`src/rtl/mc_pkg.sv`:
```
// Shared definitions for the multicycle core memory controller:
// state encoding, reset instruction and wait-counter width.
package mc_pkg;

    typedef enum logic [1:0] {
        IDLE   = 2'd0,
        ACCESS = 2'd1,
        WAIT   = 2'd2,
        DONE   = 2'd3
    } mc_state_e;

    localparam logic [31:0]  NOP_INSTR  = 32'h00000013;
    localparam int unsigned  WAIT_CNT_W = 4;

    // Misaligned addresses and store-to-fetch combinations never reach the SRAM.
    function automatic logic is_rejected(input logic [1:0] byte_off,
                                         input logic       fetch,
                                         input logic       wr);
        return (byte_off != 2'b00) || (fetch && wr);
    endfunction

endpackage

```
`src/rtl/mc_if.sv`:
```
// Request/response and SRAM signals between the control FSM, the memory
// controller and the SRAM; the controller takes the slave view.
interface mc_if #(
    parameter int unsigned DATA_WIDTH = 32,
    parameter int unsigned ADDR_WIDTH = 32
) ();

    logic                    req;
    logic                    is_fetch;
    logic                    we;
    logic [ADDR_WIDTH-1:0]   addr;
    logic [DATA_WIDTH-1:0]   wdata;
    logic                    ready;
    logic                    err;
    logic [DATA_WIDTH-1:0]   instr;
    logic [DATA_WIDTH-1:0]   rdata;
    logic                    mem_en;
    logic                    mem_we;
    logic [ADDR_WIDTH-3:0]   mem_addr;
    logic [DATA_WIDTH-1:0]   mem_wdata;
    logic [DATA_WIDTH-1:0]   mem_rdata;

    modport slave (
        input  req, is_fetch, we, addr, wdata, mem_rdata,
        output ready, err, instr, rdata, mem_en, mem_we, mem_addr, mem_wdata
    );

    modport master (
        output req, is_fetch, we, addr, wdata, mem_rdata,
        input  ready, err, instr, rdata, mem_en, mem_we, mem_addr, mem_wdata
    );

endinterface

```
`src/rtl/mc_wait_counter.sv`:
```
// Loadable down-counter timing the SRAM wait states; zero flags the
// cycle in which read data is valid.
module mc_wait_counter
    import mc_pkg::*;
#(
    parameter int unsigned WIDTH = WAIT_CNT_W
) (
    input  logic             clk,
    input  logic             rst,
    input  logic             load,
    input  logic [WIDTH-1:0] load_val,
    input  logic             dec,
    output logic             zero
);

    logic [WIDTH-1:0] cnt;

    always_ff @(posedge clk) begin
        if (rst) begin
            cnt <= '0;
        end else if (load) begin
            cnt <= load_val;
        end else if (dec && (cnt != '0)) begin
            cnt <= cnt - 1'b1;
        end
    end

    assign zero = (cnt == '0);

endmodule

```
`src/rtl/mc_mem_ctrl.sv`:
```
// Unified instruction/data memory controller: one fetch, load or store per
// request against a synchronous SRAM with a fixed wait-state count.
module mc_mem_ctrl
    import mc_pkg::*;
#(
    parameter int unsigned          DATA_WIDTH  = 32,
    parameter int unsigned          ADDR_WIDTH  = 32,
    parameter int unsigned          WAIT_CYCLES = 1,
    parameter logic [DATA_WIDTH-1:0] RESET_INSTR = NOP_INSTR
) (
    input  logic clk,
    input  logic rst,
    mc_if.slave  bus
);

    mc_state_e               state;
    logic                    ready_q;
    logic                    err_q;
    logic [DATA_WIDTH-1:0]   instr_q;
    logic [DATA_WIDTH-1:0]   rdata_q;
    logic                    mem_en_q;
    logic                    mem_we_q;
    logic [ADDR_WIDTH-3:0]   mem_addr_q;
    logic [DATA_WIDTH-1:0]   mem_wdata_q;
    logic                    lat_we;
    logic                    lat_fetch;
    logic                    cnt_zero;

    localparam logic [WAIT_CNT_W-1:0] WAIT_LOAD = WAIT_CNT_W'(WAIT_CYCLES - 1);

    mc_wait_counter #(
        .WIDTH (WAIT_CNT_W)
    ) u_wait_counter (
        .clk      (clk),
        .rst      (rst),
        .load     (state == ACCESS),
        .load_val (WAIT_LOAD),
        .dec      (state == WAIT),
        .zero     (cnt_zero)
    );

    always_ff @(posedge clk) begin
        if (rst) begin
            state       <= IDLE;
            ready_q     <= 1'b0;
            err_q       <= 1'b0;
            instr_q     <= RESET_INSTR;
            rdata_q     <= '0;
            mem_en_q    <= 1'b0;
            mem_we_q    <= 1'b0;
            mem_addr_q  <= '0;
            mem_wdata_q <= '0;
            lat_we      <= 1'b0;
            lat_fetch   <= 1'b0;
        end else begin
            ready_q  <= 1'b0;
            err_q    <= 1'b0;
            mem_en_q <= 1'b0;
            mem_we_q <= 1'b0;
            case (state)
                IDLE: begin
                    if (bus.req) begin
                        // mem_addr/mem_wdata double as the latched request fields.
                        mem_addr_q  <= bus.addr[ADDR_WIDTH-1:2];
                        mem_wdata_q <= bus.wdata;
                        lat_we      <= bus.we;
                        lat_fetch   <= bus.is_fetch;
                        if (is_rejected(bus.addr[1:0], bus.is_fetch, bus.we)) begin
                            state   <= DONE;
                            ready_q <= 1'b1;
                            err_q   <= 1'b1;
                        end else begin
                            state    <= ACCESS;
                            mem_en_q <= 1'b1;
                            mem_we_q <= bus.we;
                        end
                    end
                end
                ACCESS: begin
                    state <= WAIT;
                end
                WAIT: begin
                    if (cnt_zero) begin
                        if (!lat_we) begin
                            if (lat_fetch) begin
                                instr_q <= bus.mem_rdata;
                            end else begin
                                rdata_q <= bus.mem_rdata;
                            end
                        end
                        state   <= DONE;
                        ready_q <= 1'b1;
                    end
                end
                DONE: begin
                    state <= IDLE;
                end
                default: begin
                    state <= IDLE;
                end
            endcase
        end
    end

    assign bus.ready     = ready_q;
    assign bus.err       = err_q;
    assign bus.instr     = instr_q;
    assign bus.rdata     = rdata_q;
    assign bus.mem_en    = mem_en_q;
    assign bus.mem_we    = mem_we_q;
    assign bus.mem_addr  = mem_addr_q;
    assign bus.mem_wdata = mem_wdata_q;

endmodule

```
`src/flat_wrapper.sv`:
```
// flat-port wrapper written by rule: the top's interface ports become plain ports
module mc_mem_ctrl_flat import mc_pkg::*;
#(
    parameter int unsigned          DATA_WIDTH  = 32,
    parameter int unsigned          ADDR_WIDTH  = 32,
    parameter int unsigned          WAIT_CYCLES = 1,
    parameter logic [DATA_WIDTH-1:0] RESET_INSTR = NOP_INSTR
)
  (clk, rst, bus_req, bus_is_fetch, bus_we, bus_addr, bus_wdata, bus_mem_rdata, bus_ready, bus_err, bus_instr, bus_rdata, bus_mem_en, bus_mem_we, bus_mem_addr, bus_mem_wdata);
  mc_if #(.DATA_WIDTH(DATA_WIDTH), .ADDR_WIDTH(ADDR_WIDTH)) bus_i ();
  input  logic clk;
  input  logic rst;
  input wire logic [$bits(bus_i.req)-1:0] bus_req;
  input wire logic [$bits(bus_i.is_fetch)-1:0] bus_is_fetch;
  input wire logic [$bits(bus_i.we)-1:0] bus_we;
  input wire logic [$bits(bus_i.addr)-1:0] bus_addr;
  input wire logic [$bits(bus_i.wdata)-1:0] bus_wdata;
  input wire logic [$bits(bus_i.mem_rdata)-1:0] bus_mem_rdata;
  output wire logic [$bits(bus_i.ready)-1:0] bus_ready;
  output wire logic [$bits(bus_i.err)-1:0] bus_err;
  output wire logic [$bits(bus_i.instr)-1:0] bus_instr;
  output wire logic [$bits(bus_i.rdata)-1:0] bus_rdata;
  output wire logic [$bits(bus_i.mem_en)-1:0] bus_mem_en;
  output wire logic [$bits(bus_i.mem_we)-1:0] bus_mem_we;
  output wire logic [$bits(bus_i.mem_addr)-1:0] bus_mem_addr;
  output wire logic [$bits(bus_i.mem_wdata)-1:0] bus_mem_wdata;
  assign bus_i.req = bus_req;
  assign bus_i.is_fetch = bus_is_fetch;
  assign bus_i.we = bus_we;
  assign bus_i.addr = bus_addr;
  assign bus_i.wdata = bus_wdata;
  assign bus_i.mem_rdata = bus_mem_rdata;
  assign bus_ready = bus_i.ready;
  assign bus_err = bus_i.err;
  assign bus_instr = bus_i.instr;
  assign bus_rdata = bus_i.rdata;
  assign bus_mem_en = bus_i.mem_en;
  assign bus_mem_we = bus_i.mem_we;
  assign bus_mem_addr = bus_i.mem_addr;
  assign bus_mem_wdata = bus_i.mem_wdata;
  mc_mem_ctrl #(.DATA_WIDTH(DATA_WIDTH), .ADDR_WIDTH(ADDR_WIDTH), .WAIT_CYCLES(WAIT_CYCLES), .RESET_INSTR(RESET_INSTR)) u_core (.clk(clk), .rst(rst), .bus(bus_i));
endmodule
```
`config.mk`:
```
export PLATFORM = sky130hd
export DESIGN_NAME = mc_mem_ctrl_flat
export DESIGN_NICKNAME = d
export VERILOG_FILES = /design/src/rtl/mc_pkg.sv /design/src/rtl/mc_if.sv /design/src/rtl/mc_wait_counter.sv /design/src/rtl/mc_mem_ctrl.sv /design/src/flat_wrapper.sv
export SDC_FILE = /design/constraint.sdc
export NUM_CORES = 1
export LEC_CHECK = 0
export BUFFER_PORTS_ARGS = -buffer_cell sky130_fd_sc_hd__buf_2
export CORE_ASPECT_RATIO = 1.1
export CORE_UTILIZATION = 50
export DETAILED_ROUTE_END_ITERATION = 16
export PLACE_DENSITY = 0.95
export SETUP_SLACK_MARGIN = 0.02
export SYNTH_ARGS = -nofsm -noshare
export SYNTH_HDL_FRONTEND = slang
export SYNTH_HIERARCHICAL = 1
export SYNTH_SLANG_ARGS = --single-unit
```
`constraint.sdc`:
```
create_clock -name clk -period 3.4 [get_ports clk]
set_input_delay 0.17 -clock clk [delete_from_list [all_inputs] [get_ports clk]]
set_output_delay 0.17 -clock clk [all_outputs]
set_load 0.1 [all_outputs]
```
Yosys cells after proc, flatten, opt, wreduce, memory -nomap -nowiden
Index checks and enable logic that the tools add are counted.

storage, ports and cells
  logic and storage cells = 46
  flip-flop bits (word level) = 138

cells by class
  reduce and logical (&&, ||, !) cells = 15
  $add $sub $neg = 1
  multiplexer cells = 9
  eq/ne operators = 5
  bitwise gates (word level) = 4

operators with widths
  kind                                                                     number
  2-bit case mux with 4 select lines                                       1
  4-bit AND reduction                                                      2
  2-bit two-way mux                                                        3
  2-bit equality test, second input constant                               2
  4-bit logical NOT                                                        1
  1-bit two-way mux                                                        4
  1-bit NOT                                                                4
  2-bit AND reduction                                                      2
  4-bit nonzero test                                                       1
  2-bit OR reduction                                                       2
  4-bit OR reduction                                                       1
  4-bit by 1-bit subtractor with 4-bit output, second input constant       1
  3-bit OR reduction                                                       1
  2-bit by 1-bit equality test with 1-bit output, second input constant    1
  1-bit logical AND                                                        2
  2-bit logical NOT                                                        1
  2-bit by 1-bit inequality test with 1-bit output, second input constant  1
  2-bit inequality test, second input constant                             1
  1-bit case mux with 2 select lines                                       1
  2-bit nonzero test                                                       1
  1-bit logical OR                                                         1

Depth between registers and ports, before layout
  depth after elaboration = 5
  depth in mapped cells = 9
  depth with buffers taken out = 7

Hierarchy
Netlist, hierarchy kept.

modules (own cells, without submodules)
  module           cells an instance  sequential area each (um^2)  times used  area an instance (um^2)
  mc_mem_ctrl      591                2,682.6                      1           4,897.2
  mc_wait_counter  29                 80.1                         1           262.8

Worst setup path after synthesis
No wires, ideal clock.

  path type = reg2reg
  from = reg u_core.u_wait_counter.cnt[1]
  to = reg u_core.rdata_q[10] (netlist: u_core/bus.rdata[10])
  buffers on the path = 2
  setup time = 143 ps
  cell stages (with the launch flop) = 10
  clock period less this slack = 1,822 ps
  required time = 3,257 ps
  arrival time = 1,679 ps
  setup slack = 1,578 ps
  path through = dfxtp_1 > inv_1 > ha_1 > or3b_4 > inv_1 > nand4bb_1 > buf_2 > buf_2 > nand2_1 > a21oi_2

on the way
  cells in the longest elaborated chain, start to end = 2

RTL lines
  element                               RTL line               RTL
  start, declared                       mc_wait_counter.sv:16  logic [WIDTH-1:0] cnt;
  start signal, assigned                mc_wait_counter.sv:22  cnt <= load_val;
  start signal, assigned                mc_wait_counter.sv:24  cnt <= cnt - 1'b1;
  4-bit logical NOT                     mc_wait_counter.sv:28  assign zero = (cnt == '0);
  via u_core.cnt_zero                   mc_mem_ctrl.sv:27      logic cnt_zero;
  4-bit AND reduction (no source line)  n/a
  end signal, assigned                  mc_mem_ctrl.sv:88      rdata_q <= bus.mem_rdata;
  end, declared                         mc_mem_ctrl.sv:20      logic [DATA_WIDTH-1:0] rdata_q;

The timed path passes the listed nets, and every way through them passes these cells.
A chain may end at the register's enable or synchronous reset.

Worst setup path after layout
Same ends and word-level chain as after synthesis.

==> reports/results.tsv <==
metric	value	unit
cts_buffer_depth	2	
wire_per_inst	16.5	um
wl	17500	um
insertedDiodeCount	0	
fin_crit_sh	0.688	
slew_headroom	0.345	
finClkSkew	16.2	ps
netlist_area	0.00516	sq mm
antenna_found_initial	0	
syn_to_final_growth	51.7	%
insertion_delay	520	ps
ys_seq_elements	138	
crit_buf_inv	3	
drtAntennaViolNets	0	
ir_worst_vdd	542	uV
finalSetupViolations	0	
drtIter0Drc	428	
drive_gt1_frac	0.327	
use_met1	0.317	
worst_slew_pin_slew	978	ps
portBuffers	230	
stdcell_area	0.00783	sq mm
place_inst	936	
ff2ff_path_depth	8	
place_ws	1150	ps
grt_setup_unrepaired	false	
worst-path-stages	8	
firstDrtPassIters	6	
utilization	0.788	
slew_viol_final	0	
synth_compound_area_frac	0.170	
finalPower	6.78	mW
min_path_type	input pin to register	
startpoint	u_core/u_wait_counter/cnt[1]	
period_minus_slack	2340	ps
initial_utilization	0.519	
critPathTopFamily	simple AND/OR/NAND/NOR gates	
yosys.area_share.simple	0.223	
holdWs	105	ps
clk_pin_slew	60	ps
place_area	0.00628	sq mm
cts_max_level	4	
muxShareOfSynthArea	0.00194	
slowest_delay	440	ps
die_w	98.9	um
cp_common_cell	inv_1	
synthXorXnorAreaFrac	0	
grt_pass1_wl	26500	um
numClockSinks	138	
overflow	0	
core	0.00994	sq mm
worst_ep_arrival_time	2770	ps
slowest_stage	or3b_4	
worstPathRequired	3830	ps
grt_pass1_vias	5660	
synth_top_family_by_area	simple AND/OR/NAND/NOR gates	
groute.layer.met3.usage	0.0789	
p_leak	3.46	nW
synthDistinctLibCells	37	
grt_use_met2	0.586	
gp_congestion	0.771	
crit_chain	inv_1, ha_1, or3b_4, inv_1, and4bb_1, buf_4, nand2_1, a21oi_2	
yosysWarnings	6	
die-area	0.0107	sq mm
gr-usage-all-layers	0.317	
grt_max_degree	76	
endpoint_kind	register	
stdcell_count	1063	
cts-root-buf	clkbuf_8	
io_pins	231	
setup_ws	1060	ps
busiest_layer	met2	
finalHoldViolCount	0	
p_per_area	866	mW/mm^2
cp-start-kind	register	
cts_made_buffers	17	
max_freq	428	MHz
synth_cells	620	
dp_hpwl	9280	um
final.setup.tns	0	ps
dieHeight	109	um
crit_fanout	24	
viasPerCell	5.28	
core.rowCount	38	
worstReg2RegStart	u_core/u_wait_counter/cnt[1]	
cts_tree	done	
cts_setup_buffers	0	
min_from	bus_addr[0]	
fillerInstances	590	
status	complete, no violations	
synth_fa_ha_area_frac	0.0121	
critical_path_class	register to register	
drc_errors	0	
cap_violations	0	
avgSynthCellArea	8.32	sq um
ys_seq_area_frac	0.535	
nets	1037	
vias	5613	
worstHoldPathCells	3	
what timing repair did:
item / 4_1_cts / 5_1_grt
resized for setup: 0 / 0
hold buffers: 96 / 0
endpoints found under the hold margin: 129 / 0
per-layer routing:
layer / vias to the layer above / wire, um
met5: - / 0
met4: 0 / 856
met1: 2583 / 6220
met3: 92 / 1140
met2: 306 / 9290
li1: 2632 / -
logic make-up (layout without fill, tap and decap cells):
logic type	Yosys count	after routing
and+or+nand+nor	286	286
adders and majority gates	5	5
AOI/OAI and AO/OA	138	138
other	1	4
muxes	1	1
DFF	138	138
buffers and inverters	51	371
worst min-delay path, cell delays in order:
cell,delay [ps]
buf_2,80
a211o_1,210
nor3_1,80
report_power, final:
group	leakage (nW)	total [mW]	switching (mW)	internal (mW)
combinational	2.05	2.94	2.37	0.576
sequential	1.12	2.01	0.144	1.87
clock	0.284	1.82	0.702	1.12
total	3.46	6.78	3.21	3.56
Yosys cell counts (all sizes together):
cell type,number,area [sq um]
and4b,1,10.0
a311o,1,10.0
and4bb,1,12.5
nand4bb,1,11.3
ha,5,62.6
a211oi,1,7.51
a2111oi,1,27.5
o31ai,1,7.51
nor3,8,40.0
nand2b,2,12.5
dfxtp,138,2760
a22oi,1,7.51
o21a,1,7.51
a21o,1,7.51
nor4b,1,15.0
inv,7,26.3
mux2i,1,10.0
nor3b,1,7.51
nand3,1,5.00
a311oi,2,17.5
nand4b,2,17.5
conb,1,3.75
and2,3,18.8
buf,32,219
a211o,1,8.76
nor2,10,37.5
o21ba,1,10.0
o2111ai,1,8.76
a21oi,126,758
nand2,254,953
clkbuf,12,45.0
or3b,1,11.3
sequential cells by signal (all words and copies together) (netlist names), 2 cells and up:
signal                     count
u_core/bus.mem_wdata          32
u_core/bus.instr              32
u_core/bus.rdata              32
u_core/u_wait_counter/cnt      4
u_core/state                   2
u_core/bus.mem_addr           30
cells in the final DEF (no fill, tap or decap), drive strengths merged, types with 3 or more instances in the layout:
| cell | instances |
|---|---|
| nand2 | 254 |
| buf | 237 |
| dfxtp | 138 |
| a21oi | 126 |
| dlygate4sd3 | 96 |
| clkbuf | 17 |
| nor2 | 10 |
| inv | 9 |
| nor3 | 8 |
| clkinv | 7 |
| ha | 5 |
| conb | 4 |
| bufinv | 3 |
| and2 | 3 |
path summary, 6_finish.rpt:
check	slack [ps]	to
max	1060	u_core/bus.rdata[10]
min	100	u_core/bus.mem_en
max reg2reg	1060	u_core/bus.rdata[10]
min reg2reg	450	u_core/bus.mem_wdata[1]
area by class of cell:
class,instances,area [sq um],area share
flip-flops and latches,138,2760,0.353
multi-input cells,434,2120,0.271
inverters,7,26.3,0.00336
well taps,120,150,0.0192
clock buffers,17,414,0.0529
repair buffers,333,2180,0.278
clock inverters,14,173,0.0221
Note: power is estimated with default switching activity, not from simulation.
